==> src/rtl/circ_alloc.sv <==
// circ_alloc: circular slot allocator.
// Keeps a W-bit occupancy vector and a rotating search pointer. Each cycle it offers the
// first free slot found circularly from the pointer (pointer slot visited last) on a
// valid/ready allocate port, and it reclaims slots through an independent free port.
// Allocations are spread around the pool instead of always reusing the lowest index.
//
// Parameters:
//   W    - number of slots (> 0)
//   DESC - search direction: 1 = ptr-1, ptr-2, ... wrapping; 0 = ptr+1, ptr+2, ... wrapping
// Ports:
//   clk, rst     - clock, synchronous active-high reset
//   alloc_vld_i  - allocation request
//   alloc_rdy_o  - a free slot exists
//   alloc_id_o   - candidate slot (0 when full)
//   free_vld_i   - release request
//   free_id_i    - slot to release
//   occ_o        - occupancy vector (1 = allocated)
//   cnt_o        - number of allocated slots
//   full_o       - all slots allocated
//   empty_o      - no slot allocated
//   err_o        - sticky error: double-free or out-of-range free
module circ_alloc #(
  parameter int unsigned W    = 32,
  parameter bit          DESC = 1'b1,
  localparam int unsigned IW  = (W > 1) ? $clog2(W) : 1,
  localparam int unsigned CW  = $clog2(W + 1)
) (
  input  logic          clk,
  input  logic          rst,
  input  logic          alloc_vld_i,
  output logic          alloc_rdy_o,
  output logic [IW-1:0] alloc_id_o,
  input  logic          free_vld_i,
  input  logic [IW-1:0] free_id_i,
  output logic [W-1:0]  occ_o,
  output logic [CW-1:0] cnt_o,
  output logic          full_o,
  output logic          empty_o,
  output logic          err_o
);

  if (W == 0) begin : g_bad_w
    $error("circ_alloc: W must be > 0");
  end

  logic [W-1:0]  r_occ;
  logic [IW-1:0] r_ptr;
  logic [CW-1:0] r_cnt;
  logic          r_err;

  logic          w_found;
  logic [IW-1:0] w_cand;
  logic          w_fire;
  logic          w_free_in_rng;
  logic          w_free_hit;
  logic          w_free_ok;
  logic          w_free_err;
  logic [W-1:0]  w_occ_d;

  // Candidate search over registered state only. Step k = 1..W away from the pointer,
  // so the pointer slot itself (k = W) is visited last.
  always_comb begin
    int unsigned   s;
    logic [IW-1:0] idx;
    s       = 0;
    idx     = '0;
    w_found = 1'b0;
    w_cand  = '0;
    for (int unsigned k = 1; k <= W; k++) begin
      if (DESC) begin
        s = 32'(r_ptr) + W - k;
      end else begin
        s = 32'(r_ptr) + k;
      end
      if (s >= W) begin
        s = s - W;
      end
      idx = IW'(s);
      if (!w_found && !r_occ[idx]) begin
        w_found = 1'b1;
        w_cand  = idx;
      end
    end
  end

  assign w_fire = alloc_vld_i & w_found;

  // Validity is judged against pre-free occupancy, so freeing the slot granted in the
  // same cycle counts as a double-free.
  assign w_free_in_rng = ({1'b0, free_id_i} < (IW + 1)'(W));
  assign w_free_hit    = w_free_in_rng ? r_occ[free_id_i] : 1'b0;
  assign w_free_ok     = free_vld_i & w_free_hit;
  assign w_free_err    = free_vld_i & ~w_free_hit;

  // A valid free always targets an allocated slot, the grant a free one: never the same bit.
  always_comb begin
    w_occ_d = r_occ;
    if (w_free_ok) begin
      w_occ_d[free_id_i] = 1'b0;
    end
    if (w_fire) begin
      w_occ_d[w_cand] = 1'b1;
    end
  end

  always_ff @(posedge clk) begin
    if (rst) begin
      r_occ <= '0;
      r_ptr <= '0;
      r_cnt <= '0;
      r_err <= 1'b0;
    end else begin
      r_occ <= w_occ_d;
      if (w_fire) begin
        r_ptr <= w_cand;
      end
      r_cnt <= r_cnt + CW'(w_fire) - CW'(w_free_ok);
      if (w_free_err) begin
        r_err <= 1'b1;
      end
    end
  end

  assign full_o      = &r_occ;
  assign empty_o     = ~|r_occ;
  assign alloc_rdy_o = w_found;
  assign alloc_id_o  = w_cand;
  assign occ_o       = r_occ;
  assign cnt_o       = r_cnt;
  assign err_o       = r_err;

endmodule

==> config.mk <==
export PLATFORM = sky130hd
export DESIGN_NAME = circ_alloc
export DESIGN_NICKNAME = d
export VERILOG_FILES = /design/src/rtl/circ_alloc.sv
export SDC_FILE = /design/constraint.sdc
export NUM_CORES = 1
export LEC_CHECK = 0
export BUFFER_PORTS_ARGS = -buffer_cell sky130_fd_sc_hd__buf_2
export CAP_MARGIN = 40
export CORE_MARGIN = 2
export CORE_UTILIZATION = 30
export CTS_BUF_LIST = sky130_fd_sc_hd__clkbuf_8
export CTS_CLUSTER_DIAMETER = 150
export DETAILED_ROUTE_END_ITERATION = 10
export PLACE_DENSITY = 0.47
export SETUP_SLACK_MARGIN = 0.15
export SLEW_MARGIN = 15
export SYNTH_ARGS = -nofsm -noshare
export SYNTH_HDL_FRONTEND = slang
export SYNTH_SLANG_ARGS = --single-unit
==> constraint.sdc <==
create_clock -name clk -period 5.8 [get_ports clk]
set_clock_uncertainty 0.2 [all_clocks]
set_input_delay 0.87 -clock clk [delete_from_list [all_inputs] [get_ports clk]]
set_output_delay 0.87 -clock clk [all_outputs]
set_load 0.01 [all_outputs]
==> impl_results.md, run 1 <==
- Status: finished, final reports clean
- Post-synth net total: approximately 1100
- Crit-path max FO: 8
- Total of max-cap violations: 0
- CTS Root Cell: clkbuf_8
- Die Y-Extent: between 150 and 200 um
- CP peak stage delay: 0.54 ns
- Final hold vios: 0
- Data arrival, critical path: approximately 4.6 ns
- Final min period: approximately 5.6 ns
- Clock latency on the worst-skew pair: between 0.3 and 0.4 ns
- Required time at the worst-slack endpoint: 4.73 ns
- Hold/Removal Path Class: flip-flop to flip-flop
- Vias: 10795
- Dominant cell type by area after synthesis: mux4_2
- Fillcell total: roughly 3300
- CP top delay family: buffers and inverters
- Combinational share of power: 88.5%
- Synth cell count leaders: nor2_1 (96), mux4_2 (95), nand2_1 (82)
- Area share of the largest cell type after synthesis: a little under a quarter
- Max-slew violation count: 0
- CTS Buf Count: 5
- Number of global-route vias before repair: ~10000
- Fin crit share: between 90% and 100%
- Sequential area share after synthesis: roughly 9.3%
- Worst slew margin: between 30 and 40%
- Deepest clock path buffer count: 2
- Largest net degree at the start of global routing: 32
- Antenna violations before repair: 0
- Hpwl dp: approximately 36000 um
- Mapped Area: 9497 um2
- Flop pwr share: 8.4%
- Net switching fraction of the power: between 50% and 60%
- DR vias/cell: ~6.5
- Synth Warn #: 0
- Max Clock Freq: roughly 0.18 GHz
- CTS tree: yes
- Final nets: about 1300
- Crit path capture type: primary output
- Setup TNS: 0 ns
- Final worst slack: about 0.17 ns
- Synth area leaders: mux4_2 (23%), dfxtp_1 (9.3%), mux2i_1 (7.5%)
- Crit path buf inv count: 7
- PortBufs: 55
- Clk pin slew, worst setup/hold paths: 0.09 ns
- Core area: about 31000 um2
- Clk network pwr share: around 3.1%
- Total Routing Usage GR: 27.70%
- Grt total ovfl: 0
- Async SR Flop Fraction: 0%
- Power Density: approximately 670 nW/um2
- CP Launch Type: flip-flop
- Ys flop type: dfxtp_1
- I/O pin total: 56
- Most frequent CP cell: buf_6
- Drt wl/cell: 28.58 um
- Crit-path slowest cell: mux4_2
- Die area: between 30000 and 40000 um2
- Layout cells sized above 1: roughly 41%
- Endpoints failing setup: 0
- Starting Density: between 30% and 40%
- Max VDD drop: 0.0003906 V
- WL final: ~48000 um
- Antenna Violating Nets Remaining: 0
- First drt pass iteration count: 8
- # rows: 65
- Kind of critical path: flip-flop to primary output
- Most common cell in the netlist: nor2_1
- Drt drc: 0
- First-pass GRT wire length: 68750 um
- Gpl congestion: 0.9854
- Cell-internal power: around 3600 uW
- Mapped Cells: around 1100
- Avg Cell Area, Syn: 8.525 um2
- Leakage: around 0.0044 uW
- Register area: a little under 900 um2
- RSZ-0062 raised after global routing: yes
- Synth unique cells: 97
- Worst-Margin Slew: roughly 0.9 ns
- Die Wd: 181.9 um
- H-Tree Level Count: 2
- Clock sinks: 44
- Pre-CTS setup slack: -0.04294 ns
- Starting DRC count in detailed routing: 1147
- Synth Register Bits: 44
- Ant diodes: 0
- Area Growth Syn to Fin: 27.55%
- Number of synthesized flops with an enable pin: 0
- Area of the multi-input gates: about 8500 um2
- CP Cell Sequence: clkinvlp_4 > ha_4 > buf_6 > xnor2_4 > buf_6 > mux4_2 > nand3b_1 > o211ai_4 > a211oi_4 > buf_6 > buf_6 > nand4_4 > or3_4 > buf_4 > a211oi_1 > a21oi_1 > a41oi_4 > buf_2
- NetSw: 4595 uW
==> power by group through the flow <==
stage / combinational [uW] / clock, uW / sequential (uW)
floorplan: 4050 / 0 / 514
global placement: 6340 / 0 / 677
detailed placement: 6300 / 0 / 674
CTS: 6600 / 255 / 668
global route: 7560 / 264 / 692
finish: 7220 / 252 / 688
==> through the flow <==
step | power (uW) | util (%) | cells | hold WS [ns] | cell area, um2
final | 8157 | 38.59 | 1668 | 0.2856 | 12110
after global routing | 8512 | 38.59 | 1668 | 0.3098 | 12110
after CTS | 7519 | 36.32 | 1629 | 0.2861 | 11400
after floorplan | 4568 | - | 1114 | 0.3021 | 9590
after global placement | 7018 | 34.57 | 1597 | 0.2517 | 10850
after detailed placement | 6975 | 34.62 | 1598 | 0.2630 | 10870
==> logic make-up (layout without fill, tap and decap cells) <==
logic type / Yosys count / in the layout / share of synthesized area (%)
buffers and inverters: 136 / 288 / 6.706
AO/OA/AOI/OAI: 309 / 309 / 22.71
flip-flops: 44 / 44 / 9.275
XOR/XNOR: 32 / 32 / 4.176
AND/OR/NAND/NOR: 369 / 369 / 19.74
multiplexers: 204 / 204 / 34.68
adder cells (fa/ha/maj): 20 / 20 / 2.714
==> state kept, by name, indices dropped and copies added, names as in the netlist <==
signal and cells:
err_o 1, r_ptr 5, occ_o 32, cnt_o 6
==> layout by cell type (no fill, tap or decap), drive strengths merged, types with 26 or more instances in the layout <==
| cell type | instances |
|---|---|
| nand3 | 29 |
| inv | 29 |
| buf | 247 |
| nand4 | 26 |
| mux2 | 37 |
| dfxtp | 44 |
| nor2 | 96 |
| o21ai | 67 |
| mux2i | 72 |
| o211ai | 47 |
| a21oi | 53 |
| mux4 | 95 |
| nor3 | 31 |
| nand2 | 83 |
==> tightest hold or removal path, stage by stage (launching register included) <==
cell and delay (ns):
dfxtp_1 0.34, a21oi_1 0.04, nor2_1 0.07
==> metal layers <==
layer	share of wire (%)	routed length (um)	GRT usage, %	vias to the layer above
met2	46	21930	45.10	585
met1	42	20070	37.60	5389
li1	-	-	-	4694
met5	0	0	0	-
met3	6.9	3270	2.547	127
met4	5.0	2402	11.90	0
==> final timing paths <==
check	to	slack (ns)	depth (start not counted)	startpoint
worst min register to register	err_o	0.29	2	err_o
worst min-delay path	err_o	0.29	2	err_o
worst max-delay path	alloc_id_o[3]	0.17	18	r_ptr[1]
worst max register to register	occ_o[18]	0.36	17	r_ptr[0]
==> layout make-up <==
type / count / share of cell area, %
Inverter: 30 / 0.9606
Sequential cell: 44 / 7.355
Clock inverter: 3 / 0.3822
Clock buffer: 5 / 0.5681
Multi-Input combinational cell: 934 / 70.47
Timing Repair Buffer: 250 / 16.11
Tap cell: 402 / 4.152
==> repair_timing <==
| action | in CTS | in global routing |
|---|---|---|
| cloned | 1 | 3 |
| pin swaps | 12 | 28 |
| buffers inserted | 22 | 36 |
| endpoints found under the setup margin | 17 | 15 |
| hold buffers | 0 | 0 |
| gates resized for setup | 47 | 89 |
(Power assumes the default switching activity.)
==> run 2: changes to the inputs <==
--- a/config.mk
+++ b/config.mk
@@ -12,7 +12,6 @@
 export CTS_BUF_LIST = sky130_fd_sc_hd__clkbuf_8
 export CTS_CLUSTER_DIAMETER = 150
 export DETAILED_ROUTE_END_ITERATION = 10
-export PLACE_DENSITY = 0.47
 export SETUP_SLACK_MARGIN = 0.15
 export SLEW_MARGIN = 15
 export SYNTH_ARGS = -nofsm -noshare
==> impl_results.md, run 2 (same netlist as run 1, synthesis figures left out) <==
- Fin crit share: 97.71% (was 97.04%)
- CP Launch Type: flip-flop (unchanged)
- Final hold vios: 0 (unchanged)
- CTS Buf Count: 5 (unchanged)
- Core area: 31390 um2 (unchanged)
- WL final: 46550 um (was 47680 um)
- Combinational share of power: 89.2% (was 88.5%)
- Drt drc: 0 (unchanged)
- First drt pass iteration count: 6 (was 8)
- Crit-path max FO: 9 (was 8)
- PortBufs: 55 (unchanged)
- Clk network pwr share: 2.4% (was 3.1%)
- Worst Hold Path EP: err_o (unchanged)
- NetSw: 4779 uW (was 4595 uW)
- Starting DRC count in detailed routing: 1749 (was 1147)
- Clk pin slew, worst setup/hold paths: 0.09 ns (about the same)
- CP peak stage delay: 0.52 ns (was 0.54 ns)
- Number of global-route vias before repair: 10130 (was 10047)
- CP top delay family: simple AND/OR/NAND/NOR gates (was buffers and inverters)
- Hold Crit Depth: 2 (unchanged)
- Fillcell total: 3187 (was 3287)
- Total Routing Usage GR: 25.93% (was 27.70%)
- Grt met1 use: 35.08% (was 37.60%)
- Max Clock Freq: 0.1765 GHz (was 0.1777 GHz)
- Required time at the worst-slack endpoint: 4.73 ns (about the same)
- Final worst slack: 0.1329 ns (was 0.1717 ns)
- Crit path capture type: primary output (unchanged)
- Power Density: 688.0 nW/um2 (was 673.4 nW/um2)
- RSZ-0062 raised after global routing: yes (unchanged)
- Die area: 33090 um2 (unchanged)
- Antenna Violating Nets Remaining: 0 (unchanged)
- CTS Root Cell: clkbuf_8 (unchanged)
- Reg2Reg Setup Slack: 0.41 ns (was 0.36 ns)
- Crit path buf inv count: 4 (was 7)
- Commonest non-fill, non-tap cells in the layout: buf_4 (190), mux4_2 (95), nor2_1 (89) (was buf_4 (169), mux4_2 (95), nor2_1 (87))
- CTS tree: yes (unchanged)
- Clock sinks: 44 (unchanged)
- Total of max-cap violations: 0 (unchanged)
- Hold Slack: 0.2796 ns (was 0.2856 ns)
- Kind of critical path: flip-flop to primary output (unchanged)
- Worst setup startpoint: r_ptr[1] (unchanged)
- Vias: 11238 (was 10795)
- Most common cell after layout, fill and taps aside: buf_4 (unchanged)
- Max VDD drop: 0.0003428 V (was 0.0003906 V)
- Gpl congestion: 0.9985 (was 0.9854)
- Drt wl/cell: 27.54 um (was 28.58 um)
- Max reg flops: 32 (unchanged)
- Antenna violations before repair: 1 (was 0)
- Final min period: 5.667 ns (was 5.628 ns)
- # rows: 65 (unchanged)
- Cell-internal power: 3775 uW (was 3562 uW)
- HP Start: err_o (unchanged)
- I/O pin total: 56 (unchanged)
- First-pass GRT wire length: 65460 um (was 68750 um)
- Endpoints failing setup: 0 (unchanged)
- Clock latency on the worst-skew pair: 0.30 ns (was 0.32 ns)
- DR vias/cell: 6.650 (was 6.472)
- Die Wd: 181.9 um (unchanged)
- Layout cells sized above 1: 42.47% (was 40.76%)
- Pre-CTS setup slack: 0.08179 ns (was -0.04294 ns)
- Net switching fraction of the power: 55.87% (was 56.33%)
- CP Cell Sequence: clkinvlp_4 > ha_4 > clkbuf_16 > mux4_2 > buf_4 > mux2i_4 > mux4_2 > nor4_4 > nand4_4 > or3_4 > a2111oi_1 > o311ai_1 > nand2_1 > o21bai_4 > buf_2 (was clkinvlp_4 > ha_4 > buf_6 > xnor2_4 > buf_6 > mux4_2 > nand3b_1 > o211ai_4 > a211oi_4 > buf_6 > buf_6 > nand4_4 > or3_4 > buf_4 > a211oi_1 > a21oi_1 > a41oi_4 > buf_2)
- Status: finished, final reports clean (unchanged)
- Largest net degree at the start of global routing: 50 (was 32)
- H-Tree Level Count: 2 (unchanged)
- Deepest clock path buffer count: 2 (unchanged)
- Final std cells w/o fill: 1690 (was 1668)
- Most frequent CP cell: mux4_2 (was buf_6)
- Met3 Use GR: 4.432% (was 2.547%)
- Hpwl dp: 34310 um (was 36410 um)
- Worst-Margin Slew: 0.8094 ns (was 0.8822 ns)
- Inst Count DP: 1604 (was 1598)
- # hold bufs at CTS: 0 (unchanged)
- Worst slew margin: 45.96% (was 39.50%)
- Reg2Reg Launch Point: r_ptr[1] (was r_ptr[0])
- Crit-path slowest cell: mux4_2 (unchanged)
- Leakage: 0.004568 uW (was 0.004437 uW)
- Grt peak-use layer: met2 (unchanged)
- Max-slew violation count: 0 (unchanged)
- GRT met2 Usage: 40.86% (was 45.10%)
- Die Y-Extent: 181.9 um (unchanged)
- RR Endpoint: cnt_o[4] (was occ_o[18])
- Hold/Removal Path Class: flip-flop to flip-flop (unchanged)
- Reg2Reg Depth: 24 (was 17)
- Grt total ovfl: 0 (unchanged)
- Starting Density: 30.25% (unchanged)
- Area Growth Syn to Fin: 30.94% (was 27.55%)
- Data arrival, critical path: 4.60 ns (was 4.56 ns)
- Ant diodes: 0 (unchanged)
- Final nets: 1316 (was 1294)
- Flop pwr share: 8.4% (about the same)
run 2: cell count changes in the layout (fill, tap and decap cells not counted), sizes merged:
cell           previous run  this run
clkinvlp                  2         1
buf                     247       265
inv                      29        30
bufbuf                    0         1
bufinv                    1         0
clkdlybuf4s15             0         1
mux4                     95        98
run 2: final cells by class:
| type | count | area [um2] | area share (%) |
|---|---|---|---|
| Multi-Input combinational cell | 937 | 8725 | 70.17 |
| Sequential cell | 44 | 888.4 | 7.144 |
| Inverter | 30 | 116.4 | 0.9358 |
| Clock inverter | 2 | 10.01 | 0.08050 |
| Timing Repair Buffer | 269 | 2110 | 16.97 |
| Clock buffer | 6 | 82.58 | 0.6641 |
| Tap cell | 402 | 503.0 | 4.045 |
run 2: per-layer routing:
metal	vias to the layer above	share of wire, %	wire, um
li1	4744	-	-
met1	5373	39	18130
met2	921	44	20380
met3	200	12	5555
met4	0	5.3	2481
met5	-	0	0
run 2: repair_timing:
action / in CTS / in global routing
resized for setup: 26 / 119
cloned: 2 / 6
buffers inserted: 11 / 59
pin swaps: 6 / 38
endpoints found under the setup margin: 10 / 18
run 2: power groups by stage:
stage	Combinational, uW	Clock, uW	Sequential (uW)
after floorplan	4050	0	514
after global placement	6370	0	675
after detailed placement	6360	0	678
after CTS	6550	214	672
after global routing	7950	222	712
final	7630	209	716
run 2: tightest hold or removal path, delay by kind of cell (launching register included):
family / cells / cell delay (ns)
flip-flops: 1 / 0.34
AND/OR/NAND/NOR: 1 / 0.07
AO/OA/AOI/OAI: 1 / 0.04
run 2: through the flow:
stage           TNS [ns]  utilization (%)  total power [uW]  instance area, um2
6_report               0            39.61              8554               12430
5_1_grt        -0.002157            39.61              8888               12430
4_1_cts                0            35.93              7434               11280
3_5_place_dp           0            34.80              7034               10930
3_3_place_gp           0            34.75              7042               10910
2_1_floorplan          0                -              4568                9590
run 2: how the worst max path moves through the flow:
stage,end,slack (ns),depth (start not counted)
after floorplan,alloc_id_o[3],0.16,20
after global placement,alloc_id_o[2],0.10,17
after detailed placement,alloc_id_o[2],0.08,17
after CTS,alloc_id_o[1],0.10,15
after global routing,alloc_id_o[1],-0.002,15
final,alloc_id_o[1],0.13,15
==> run 3: changes to the inputs <==
--- a/config.mk
+++ b/config.mk
@@ -12,7 +12,9 @@
 export CTS_BUF_LIST = sky130_fd_sc_hd__clkbuf_8
 export CTS_CLUSTER_DIAMETER = 150
 export DETAILED_ROUTE_END_ITERATION = 10
+export PLACE_DENSITY = 0.54
 export SETUP_SLACK_MARGIN = 0.15
+export SKIP_LAST_GASP = 1
 export SLEW_MARGIN = 15
 export SYNTH_ARGS = -nofsm -noshare
 export SYNTH_HDL_FRONTEND = slang
==> impl_results.md, run 3 (same netlist as run 1, synthesis figures left out) <==
- DR vias/cell: 6.465 (was 6.650)
- Clk pin slew, worst setup/hold paths: 0.09 ns (about the same)
- Kind of critical path: flip-flop to primary output (unchanged)
- Die Wd: 181.9 um (unchanged)
- Crit-path max FO: 9 (unchanged)
- GRT met2 Usage: 43.33% (was 40.86%)
- I/O pin total: 56 (unchanged)
- Grt met1 use: 35.64% (was 35.08%)
- Starting Density: 30.25% (unchanged)
- Gpl congestion: 0.9595 (was 0.9985)
- Antenna violations before repair: 0 (was 1)
- Clock sinks: 44 (unchanged)
- Worst-Margin Slew: 0.8328 ns (was 0.8094 ns)
- H-Tree Level Count: 2 (unchanged)
- PortBufs: 55 (unchanged)
- Hpwl dp: 34830 um (was 34310 um)
- CTS Root Cell: clkbuf_8 (unchanged)
- Endpoints failing setup: 0 (unchanged)
- WL final: 45890 um (was 46550 um)
- Total of max-cap violations: 0 (unchanged)
- Required time at the worst-slack endpoint: 4.73 ns (about the same)
- First drt pass iteration count: 5 (was 6)
- Most common cell after layout, fill and taps aside: buf_4 (unchanged)
- Max-slew violation count: 0 (unchanged)
- RSZ-0062 raised after global routing: yes (unchanged)
- Ant diodes: 0 (unchanged)
- Grt total ovfl: 0 (unchanged)
- Combinational share of power: 88.7% (was 89.2%)
- Power Density: 673.3 nW/um2 (was 688.0 nW/um2)
- Crit path capture type: primary output (unchanged)
- Core area: 31390 um2 (unchanged)
- Reg2Reg Setup Slack: 0.39 ns (was 0.41 ns)
- Final Util: 39.12% (was 39.61%)
- Reg2Reg Launch Point: r_ptr[1] (unchanged)
- Worst setup startpoint: r_ptr[1] (unchanged)
- Die Y-Extent: 181.9 um (unchanged)
- Vias: 10880 (was 11238)
- Max VDD drop: 0.0004252 V (was 0.0003428 V)
- Net switching fraction of the power: 55.24% (was 55.87%)
- Drt wl/cell: 27.27 um (was 27.54 um)
- Status: finished, final reports clean (unchanged)
- CP Launch Type: flip-flop (unchanged)
- HP Start: err_o (unchanged)
- Number of global-route vias before repair: 10347 (was 10130)
- Worst slew margin: 44.40% (was 45.96%)
- Area Growth Syn to Fin: 29.30% (was 30.94%)
- CTS Buf Count: 5 (unchanged)
- Clock latency on the worst-skew pair: 0.31 ns (was 0.30 ns)
- Grt peak-use layer: met2 (unchanged)
- Drt drc: 0 (unchanged)
- # rows: 65 (unchanged)
- Clk network pwr share: 3.0% (was 2.4%)
- Antenna Violating Nets Remaining: 0 (unchanged)
- Layout cells sized above 1: 41.45% (was 42.47%)
- Leakage: 0.004485 uW (was 0.004568 uW)
- Flop pwr share: 8.3% (was 8.4%)
- Setup TNS: 0 ns (unchanged)
- Final nets: 1309 (was 1316)
- NetSw: 4567 uW (was 4779 uW)
- Total Routing Usage GR: 26.71% (was 25.93%)
- Max Clock Freq: 0.1759 GHz (was 0.1765 GHz)
- # hold bufs at CTS: 0 (unchanged)
- CTS tree: yes (unchanged)
- Commonest non-fill, non-tap cells in the layout: buf_4 (185), mux4_2 (95), nor2_1 (88) (was buf_4 (190), mux4_2 (95), nor2_1 (89))
- Die area: 33090 um2 (unchanged)
- First-pass GRT wire length: 67360 um (was 65460 um)
- Cell-internal power: 3701 uW (was 3775 uW)
- Starting DRC count in detailed routing: 1257 (was 1749)
- Final hold vios: 0 (unchanged)
- Met3 Use GR: 3.289% (was 4.432%)
- Final min period: 5.686 ns (was 5.667 ns)
- Fin crit share: 98.04% (was 97.71%)
- Data arrival, critical path: 4.62 ns (was 4.60 ns)
- Deepest clock path buffer count: 2 (unchanged)
- Hold/Removal Path Class: flip-flop to flip-flop (unchanged)
- Largest net degree at the start of global routing: 34 (was 50)
- Max reg flops: 32 (unchanged)
run 3: cell type report:
cell class | instances | area, um2
fillers | 3233 | 19110
clock buffers | 5 | 68.82
clock inverters | 3 | 47.55
multi-input cells | 936 | 8591
well taps | 402 | 503.0
inverters | 30 | 120.1
flip-flops and latches | 44 | 888.4
repair buffers | 263 | 2061
run 3: power by group through the flow:
stage               combinational, uW  clock, uW  sequential [uW]
finish                           7330        246              690
global route                     7700        262              694
CTS                              6680        251              664
detailed placement               6300          0              663
global placement                 6330          0              665
floorplan                        4050          0              514
run 3: path summary, 6_finish.rpt:
| check | end | depth (start not counted) |
|---|---|---|
| max | alloc_id_o[3] | 18 |
| min | err_o | 2 |
| max reg2reg | cnt_o[5] | 22 |
| min reg2reg | err_o | 2 |
run 3: what timing repair did:
| action | in CTS | in global routing |
|---|---|---|
| buffers inserted | 34 | 35 |
| cloned | 1 | 1 |
| pin swaps | 10 | 32 |
| endpoints found under the setup margin | 13 | 9 |
| gates resized for setup | 46 | 96 |
run 3: worst max-delay path, cell delays in order, from the launching register on:
cell        delay, ns
dfxtp_4          0.39
clkinvlp_4       0.13
ha_4             0.30
buf_12           0.13
buf_12           0.14
mux4_2           0.37
mux4_2           0.54
mux2i_4          0.28
nor4_4           0.12
nand4_1          0.21
buf_4            0.16
buf_6            0.13
nor2_2           0.05
a222oi_1         0.53
o211ai_1         0.19
a21oi_2          0.21
a211o_2          0.15
a41oi_4          0.10
buf_2            0.17
run 3: per-layer routing:
layer  part of all wire, %  up-vias  routed length [um]
li1                      -     4736                   -
met2                    46      661               21000
met5                     0        -                   0
met1                    41     5348               18820
met4                   5.3        0                2448
met3                   7.9      135                3624
run 3: stage by stage:
stage,hold WS [ns],total power [uW],cells,worst slack (ns),area [um2]
after floorplan,0.3021,4568,1114,0.1585,9590
after global placement,0.2527,6993,1603,0.03863,10890
after detailed placement,0.2727,6967,1604,0.01469,10910
after CTS,0.3013,7598,1647,0.1185,11570
after global routing,0.3645,8655,1683,0.03586,12280
final,0.2872,8267,1683,0.1137,12280
